## config.mk

```make
export PLATFORM = sky130hd
export DESIGN_NAME = fetch_stage
export DESIGN_NICKNAME = d
export VERILOG_FILES = /design/src/rtl/fetch_pkg.sv /design/src/rtl/fetch_pc_reg.sv /design/src/rtl/fetch_stage.sv
export SDC_FILE = /design/constraint.sdc
export NUM_CORES = 1
export LEC_CHECK = 0
export ABC_AREA = 1
export CAP_MARGIN = 10
export CORE_ASPECT_RATIO = 0.8
export CORE_MARGIN = 2
export CORE_UTILIZATION = 50
export CTS_CLUSTER_DIAMETER = 200
export DETAILED_ROUTE_END_ITERATION = 7
export PLACE_DENSITY = 0.83
export SLEW_MARGIN = 10
export SYNTH_ARGS = -nofsm -noshare
export SYNTH_HDL_FRONTEND = slang
export SYNTH_HIERARCHICAL = 1
export SYNTH_SLANG_ARGS = --single-unit
```

## constraint.sdc

```tcl
create_clock -name CLK -period 4.8 [get_ports CLK]
set_input_delay 0.48 -clock CLK [delete_from_list [all_inputs] [get_ports CLK]]
set_output_delay 0.48 -clock CLK [all_outputs]
set_load 0.02 [all_outputs]
```

## src/rtl/fetch_pkg.sv

```systemverilog
// rtl/fetch_pkg.sv - shared types and constants for the instruction-fetch stage
//
// Purpose : FSM state encoding, NOP encoding, default XLEN and PC increment
//           shared by fetch_stage and fetch_pc_reg.
// Ports   : none (package).
package fetch_pkg;

   localparam int          XLEN_DEFAULT = 32;
   localparam int          PC_INCR      = 4;
   localparam logic [31:0] NOP_INSTR    = 32'h0000_0013;

   // HALT is only reachable when FETCH_MISALIGN_EN is defined.
   typedef enum logic [1:0] {
      REQ  = 2'd0,
      WAIT = 2'd1,
      FULL = 2'd2,
      HALT = 2'd3
   } fetch_state_e;

endpackage

```

## src/rtl/fetch_pc_reg.sv

```systemverilog
// rtl/fetch_pc_reg.sv - program counter register for the fetch stage
//
// Purpose : holds the next fetch address; reset vector, +4 on grant,
//           redirect load (load wins over increment).
// Ports   : clk, rst_n (async, active-low)
//           inc      - advance PC by 4 (wraps modulo 2^XLEN)
//           load     - load load_pc
//           load_pc  - redirect target
//           pc       - current PC
module fetch_pc_reg
   import fetch_pkg::*;
#(
   parameter int              XLEN         = XLEN_DEFAULT,
   parameter logic [XLEN-1:0] RESET_VECTOR = '0
) (
   input  logic            clk,
   input  logic            rst_n,
   input  logic            inc,
   input  logic            load,
   input  logic [XLEN-1:0] load_pc,
   output logic [XLEN-1:0] pc
);

   localparam logic [XLEN-1:0] INCR = XLEN'(PC_INCR);

   always_ff @(posedge clk or negedge rst_n) begin
      if (!rst_n) begin
         pc <= RESET_VECTOR;
      end else if (load) begin
         pc <= load_pc;
      end else if (inc) begin
         pc <= pc + INCR;
      end
   end

endmodule

```

## src/rtl/fetch_stage.sv

```systemverilog
// rtl/fetch_stage.sv - RV32IM instruction-fetch stage with IF/ID output register
//
// Purpose : PC generation, single-outstanding imem request/grant/response
//           handshake, one pending-response buffer, redirect with in-flight
//           response kill, IF/ID bundle register.
// Config  : FETCH_MISALIGN_EN - misaligned redirect raises ID_EXC and halts
//           fetch until the next redirect; when undefined the redirect target
//           is forced word-aligned and ID_EXC is tied 0.
// Ports   : CLK, RESET (async, active-low)
//           IMEM_REQ/IMEM_ADDR/IMEM_GNT      - request channel
//           IMEM_RVALID/IMEM_RDATA          - response channel
//           REDIRECT/REDIRECT_PC            - branch/jump restart
//           ID_STALL                        - decode back-pressure
//           ID_VALID/ID_INSTR/ID_PC/ID_PC_PLUS_4/ID_EXC - IF/ID bundle
module fetch_stage
   import fetch_pkg::*;
#(
   parameter int              XLEN         = XLEN_DEFAULT,
   parameter logic [XLEN-1:0] RESET_VECTOR = '0
) (
   input  logic            CLK,
   input  logic            RESET,
   output logic            IMEM_REQ,
   output logic [XLEN-1:0] IMEM_ADDR,
   input  logic            IMEM_GNT,
   input  logic            IMEM_RVALID,
   input  logic [31:0]     IMEM_RDATA,
   input  logic            REDIRECT,
   input  logic [XLEN-1:0] REDIRECT_PC,
   input  logic            ID_STALL,
   output logic            ID_VALID,
   output logic [31:0]     ID_INSTR,
   output logic [XLEN-1:0] ID_PC,
   output logic [XLEN-1:0] ID_PC_PLUS_4,
   output logic            ID_EXC
);

   localparam logic [XLEN-1:0] INCR = XLEN'(PC_INCR);

   fetch_state_e    state, state_nxt;
   logic            kill, kill_nxt;
   logic [XLEN-1:0] pc, inflight_pc, pend_pc, redirect_tgt;
   logic [31:0]     pend_instr;
   logic            grant, out_free, misalign;
   logic            load_resp, load_pend, pend_store;

   // Request depends on registered state only, never on RVALID or ID_STALL.
   assign IMEM_REQ  = (state == REQ) && !kill;
   assign IMEM_ADDR = pc;
   assign grant     = IMEM_REQ && IMEM_GNT;
   assign out_free  = !ID_VALID || !ID_STALL;

`ifdef FETCH_MISALIGN_EN
   assign redirect_tgt = REDIRECT_PC;
   assign misalign     = REDIRECT && (REDIRECT_PC[1:0] != 2'b00);
`else
   assign redirect_tgt = REDIRECT_PC & ~XLEN'(3);
   assign misalign     = 1'b0;
`endif

   assign load_resp  = !REDIRECT && (state == WAIT) && IMEM_RVALID && out_free;
   assign pend_store = !REDIRECT && (state == WAIT) && IMEM_RVALID && !out_free;
   assign load_pend  = !REDIRECT && (state == FULL) && !ID_STALL;

   fetch_pc_reg #(
      .XLEN        (XLEN),
      .RESET_VECTOR(RESET_VECTOR)
   ) u_pc (
      .clk    (CLK),
      .rst_n  (RESET),
      .inc    (grant && !REDIRECT),
      .load   (REDIRECT),
      .load_pc(redirect_tgt),
      .pc     (pc)
   );

   always_comb begin
      state_nxt = state;
      kill_nxt  = kill;
      case (state)
         REQ:     if (grant) state_nxt = WAIT;
         WAIT:    if (IMEM_RVALID) state_nxt = out_free ? REQ : FULL;
         FULL:    if (!ID_STALL) state_nxt = REQ;
         default: state_nxt = state;
      endcase
      // A response arriving in the redirect cycle itself retires the
      // outstanding request, so it must not leave KILL armed.
      if (kill && IMEM_RVALID) kill_nxt = 1'b0;
      if (REDIRECT) begin
         state_nxt = misalign ? HALT : REQ;
         kill_nxt  = ((state == WAIT || kill) && !IMEM_RVALID) || grant;
      end
   end

   always_ff @(posedge CLK or negedge RESET) begin
      if (!RESET) begin
         state        <= REQ;
         kill         <= 1'b0;
         inflight_pc  <= '0;
         pend_pc      <= '0;
         pend_instr   <= NOP_INSTR;
         ID_VALID     <= 1'b0;
         ID_INSTR     <= NOP_INSTR;
         ID_PC        <= '0;
         ID_PC_PLUS_4 <= '0;
      end else begin
         state <= state_nxt;
         kill  <= kill_nxt;
         if (grant) inflight_pc <= pc;
         if (pend_store) begin
            pend_instr <= IMEM_RDATA;
            pend_pc    <= inflight_pc;
         end
         if (REDIRECT) begin
            // Misaligned target turns into an exception bundle instead of a fetch.
            ID_VALID <= misalign;
            if (misalign) begin
               ID_INSTR     <= NOP_INSTR;
               ID_PC        <= REDIRECT_PC;
               ID_PC_PLUS_4 <= REDIRECT_PC + INCR;
            end
         end else if (load_resp) begin
            ID_VALID     <= 1'b1;
            ID_INSTR     <= IMEM_RDATA;
            ID_PC        <= inflight_pc;
            ID_PC_PLUS_4 <= inflight_pc + INCR;
         end else if (load_pend) begin
            ID_VALID     <= 1'b1;
            ID_INSTR     <= pend_instr;
            ID_PC        <= pend_pc;
            ID_PC_PLUS_4 <= pend_pc + INCR;
         end else if (ID_VALID && !ID_STALL) begin
            ID_VALID <= 1'b0;
         end
      end
   end

`ifdef FETCH_MISALIGN_EN
   logic exc_q;

   always_ff @(posedge CLK or negedge RESET) begin
      if (!RESET) begin
         exc_q <= 1'b0;
      end else if (REDIRECT) begin
         exc_q <= misalign;
      end else if (load_resp || load_pend) begin
         exc_q <= 1'b0;
      end
   end

   assign ID_EXC = exc_q;
`else
   assign ID_EXC = 1'b0;
`endif

endmodule

```

# --- Word level (Yosys, flattened, before mapping) ---
# Cells that the tools add are included.
word_totals:
  reg_bits: 228
  out_inout_bits: 131
  word_cells: 68
  in_bits: 70
op_classes:
  bitwise_logic: 1
  n_reduce_logical: 29
  n_eq_ne: 5
  n_mux: 20
  n_addsub: 3
op_table:
  columns: ["cell", "count"]
  rows:
  - ["2-to-1 mux 32 bit", 8]
  - ["adder 32 x 3 -> 32 bit (second input constant)", 3]
  - ["logical AND 1 bit", 12]
  - ["2-to-1 mux 2 bit", 5]
  - ["inequality test 3 bit (second input constant)", 3]
  - ["nonzero test 4 bit", 2]
  - ["zero test 1 bit", 6]
  - ["2-to-1 mux 1 bit", 6]
  - ["one-hot mux 2 bit (3 select lines)", 1]
  - ["nonzero test 2 bit", 3]
  - ["AND reduction 4 bit", 1]
  - ["logical OR 1 bit", 3]
  - ["== test 2 x 1 -> 1 bit (second input constant)", 1]
  - ["== test 2 bit (second input constant)", 1]
  - ["zero test 2 bit", 1]
  - ["AND reduction 2 bit", 1]
  - ["inverter 1 bit", 1]

# --- Depth between registers and ports, before layout ---
depth:
  ltp_word: 6
  ltp_mapped: 16
  ltp_nobuf: 15

# --- Hierarchy ---
# The synthesis kept the hierarchy.
modules_own_cells:
  columns: ["mod", "cells_each", "seq_area_each_um2", "area_per_inst_um2", "n_inst"]
  rows:
  - ["fetch_stage", 1133, 4862.2, 9221.3, 1]
  - ["fetch_pc_reg", 315, 800.8, 2159.6, 1]

# --- Worst setup path before layout ---
# No wires, ideal clock.
synth_timing:
  path_kind: "input to register"
  startpoint: "in REDIRECT"
  endpoint: "reg ID_PC_PLUS_4[20]"
  slack_ns: 2.681
  arrival_ns: 1.991
  setup_time_ns: 0.128
  path_buffers: 1
  path_stages: 14
  required_ns: 4.672
  cell_sequence: "buf_4 inv_2 nand4_4 nand2_1 o21ai_1 inv_1 ha_1 nand2_1 nor2_2 nand2_2 nor2_4 inv_1 o21bai_1 nand3_1"
synth_via:
  elab_chain_cells: 6
  elab_cells_between_ends: 10
  cone_classes: "mux (1); bitwise (1); reduce/logical (8)"
synth_lines:
  columns: ["item", "line", "source"]
  rows:
  - ["start: declaration", "fetch_stage.sv:28", "input logic REDIRECT,"]
  - ["zero test 1 bit", "fetch_stage.sv:61, fetch_stage.sv:63", null]
  - ["logical AND 1 bit (3 in a row)", "fetch_stage.sv:61", "assign load_resp = !REDIRECT && (state == WAIT) && IMEM_RVALID && out_free;"]
  - ["nonzero test 2 bit (no source line)", null, null]
  - ["AND reduction 2 bit (no source line)", null, null]
  - ["end signal: assignment", "fetch_stage.sv:120", "ID_PC_PLUS_4 <= REDIRECT_PC + INCR;"]
  - ["end signal: assignment", "fetch_stage.sv:126", "ID_PC_PLUS_4 <= inflight_pc + INCR;"]
  - ["end signal: assignment", "fetch_stage.sv:131", "ID_PC_PLUS_4 <= pend_pc + INCR;"]
  - ["end: declaration", "fetch_stage.sv:34", "output logic [XLEN-1:0] ID_PC_PLUS_4,"]
# Parallel ways exist; a longest one is shown, timed or not.
# A chain may end at the register's enable or synchronous reset.

# --- Worst setup path in the final report ---
layout_timing:
  startpoint: "in ID_STALL"
  endpoint: "reg ID_PC_PLUS_4[30]"
layout_via:
  elab_chain_cells: 5
  elab_cells_between_ends: 7
  cone_classes: "mux (1); reduce/logical (6)"
layout_lines:
  columns: ["item", "line", "source"]
  rows:
  - ["start: declaration", "fetch_stage.sv:30", "input logic ID_STALL,"]
  - ["zero test 1 bit (*)", "fetch_stage.sv:51, fetch_stage.sv:63", null]
  - ["logical OR 1 bit", "fetch_stage.sv:51", "assign out_free = !ID_VALID || !ID_STALL;"]
  - ["logical AND 1 bit", "fetch_stage.sv:61", null]
  - ["nonzero test 2 bit (no source line)", null, null]
  - ["AND reduction 2 bit (no source line)", null, null]
# Mark *: on every way between the ends. The rest lies on a longest branch, timed or not.

==> impl_metrics.env <==
export IMPL_status="finished clean"
export IMPL_gp_congestion=0.885
export IMPL_cts_hold_buf=0
export IMPL_cts_resized=0
export IMPL_synthArstFlopShare=1.00
export IMPL_dp_cells=1890
export IMPL_cp_max_fo=39
export IMPL_required_ps=5220
export IMPL_synth_top_area_cell="dfrtp_1"
export IMPL_period_share=0.677
export IMPL_dr_total_vias=10400
export IMPL_stdcell_count=1935
export IMPL_numClockSinks=226
export IMPL_power_mw=8.00
export IMPL_synthTopCellsByCount="443 x nand2_1, 220 x dfrtp_1, 165 x o21ai_0, 134 x inv_1, 105 x nor2_1"
export IMPL_multi_input_area_um2=4820
export IMPL_cp_arrival_ps=3670
export IMPL_root_buffer="clkbuf_16"
export IMPL_syn_mean_instance_area_um2=7.86
export IMPL_crit_type="in2reg"
export IMPL_synth_seq_cells=226
export IMPL_r2r_setup_slack_ps=1680
export IMPL_tns_ps=0
export IMPL_setup_slack_ps=1550
export IMPL_slew_headroom=0.293
export IMPL_synth_edf_count=0
export IMPL_grt_pass1_wl_um=49600
export IMPL_drc=0
export IMPL_drtIter0Drc=919
export IMPL_yosys_most_used_dff="dfrtp_1"
export IMPL_cellLeakagePower_nw=6.48
export IMPL_cts_htree_levels=1
export IMPL_io_pins=201
export IMPL_drive_gt1_frac=0.0811
export IMPL_netlist_top_cells_area="dfrtp_1 48%, nand2_1 15%, o21ai_0 7.3%"
export IMPL_slowest_stage="nand2_2"
export IMPL_drv_cap=0
export IMPL_yosysWarningCount=6
export IMPL_ff_latch_area_um2=5660
export IMPL_gr_total_overflow=0
export IMPL_nets=1686
export IMPL_max_vdd_ir_drop_mv=0.256
export IMPL_hpwlAfterDp_um=20500
export IMPL_cts_tree="yes"
export IMPL_start_kind="primary input"
export IMPL_p_per_area_nw_per_um2=560
export IMPL_core_um2=22400
export IMPL_crit_buf_inv=2
export IMPL_rsz0062_at_grt="no"
export IMPL_initial_utilization=0.507
export IMPL_setup_viol=0
export IMPL_grt_pass1_vias=9873
export IMPL_max_stage_delay_ps=630
export IMPL_worstSkewPairLatency_ps=530
export IMPL_grt_max_degree=142
export IMPL_hold_path_class="in2async"
export IMPL_fin_worst_skew_ps=20.8
export IMPL_synthesis_instances=1448
export IMPL_hold_ws_ps=73.8
export IMPL_path_delay_family="simple AND/OR/NAND/NOR gates"
export IMPL_cts_buffers=25
export IMPL_hold_violations=0
export IMPL_cts_max_path_buffers=3
export IMPL_rr_startpoint="ID_VALID$_DFFE_PN0P_"
export IMPL_die_h_um=139
export IMPL_antenna_found_initial=0
export IMPL_ys_seq_area_frac=0.498
export IMPL_ant_nets=0
export IMPL_pre_cts_ws_ps=1020
export IMPL_wl_per_cell_um=15.4
export IMPL_worst_pin_slew_ps=1060
export IMPL_routed_wirelength_um=29900
export IMPL_synthToLayoutAreaGrowth_pct=25.6
export IMPL_routed_via_density=5.36
export IMPL_fmax_ghz=0.308
export IMPL_drv_slew=0
export IMPL_fp_dieW_um=173
export IMPL_firstDrtPassIters=6
export IMPL_cp_cell_sequence="clkdlybuf4s50_1 > nand2_2 > nand4_4 > o21ai_1 > inv_1 > ha_1 > nand2_1 > nor2_2 > nand2_2 > nor2_1 > nand2_1 > nand2_1 > nand3_1 > nand2_1"
export IMPL_yosys_area_top_type_share=0.484
export IMPL_track_usage=0.248
export IMPL_fill_cells=1887
export IMPL_port_buffers=197
export IMPL_fp_row_count=49
export IMPL_cp_end_kind="flip-flop"
export IMPL_synth_most_common_cell="nand2_1"
export IMPL_dieArea_um2=24000
export IMPL_crit_start="ID_STALL"
export IMPL_cts_clk_slew_worst_paths_ps=60
export IMPL_synth_cell_types=43
export IMPL_cts_setup_buffers=0
export IMPL_cpMostUsedCell="nand2_1"
export IMPL_synth_area_um2=11400
export IMPL_min_period_ps=3250
logic make-up (layout without fill, tap and decap cells):
logic type	count (synthesis)	in the layout	share of synthesized area
compound gates	248	248	0.119
xor+xnor	8	8	0.00616
fa+ha+maj	5	5	0.00550
buf+inv	214	392	0.0818
flops	226	226	0.498
mux	1	1	0.000880
other cells	1	4	0.000329
simple gates	745	745	0.289
state kept, by name (all words and copies together), names as in the netlist:
register and cells:
state 2, ID_PC_PLUS_4 30, pend_pc 32, inflight_pc 32
kill 1, ID_INSTR 32, u_pc/pc 32, ID_PC 32
ID_VALID 1, pend_instr 32
worst paths after layout:
path / endpoint / cells past startpoint
max in group asynchronous: u_pc/pc[25]$_DFFE_PN0N_ / 2
max reg2reg: ID_PC_PLUS_4[30]$_DFFE_PN0P_ / 13
min in group CLK: pend_instr[0]$_DFFE_PN1P_ / 2
min reg2reg: pend_instr[0]$_DFFE_PN1P_ / 2
min: ID_INSTR[12]$_DFFE_PN0P_ / 1
max: ID_PC_PLUS_4[30]$_DFFE_PN0P_ / 14
layout by cell type, fill, tap and decap left out, types with 5 or more instances in the layout:
cell	count
a21oi_1	38
xor2_1	8
ha_1	5
dfstp_2	6
clkbuf_16	25
o21bai_1	7
nand4_1	40
nor2_1	105
nand2_2	25
dfrtp_1	220
clkbuf_1	6
nand3_1	83
nor2_4	8
a22oi_1	20
o211ai_1	7
buf_4	12
o21ai_0	165
nor2_2	21
clkdlybuf4s50_1	196
nand2_1	443
inv_1	133
per-stage QoR:
stage,area (um^2),util
floorplan,11400,-
global placement,13500,0.600
detailed placement,13500,0.600
CTS,14300,0.637
global route,14300,0.637
finish,14300,0.637
area by class of cell:
class | instances | area share
antenna | 1 | 0.000175
clock buffer | 33 | 0.0473
clock inverter | 11 | 0.0102
inverter | 138 | 0.0364
multi-input combinational | 1010 | 0.337
sequential | 226 | 0.396
tap | 306 | 0.0268
timing repair buffer | 210 | 0.146
layer usage:
metal  routed length, um  share of wire  up-vias  GRT usage
li1                    -              -     4972          -
met1               13700           0.46     4911      0.368
met2               13200           0.44      433      0.381
met3                2460          0.082       47     0.0499
met4                 474          0.016        0     0.0535
met5                   0              0        -          0
report_power, final:
group          total, mW  internal [mW]  switching [mW]
combinational       3.00           1.23            1.77
clock               1.92           1.15           0.768
sequential          3.08           2.61           0.466
total               8.00           5.00            3.00
No activity file was read; power rests on OpenSTA's default activity.
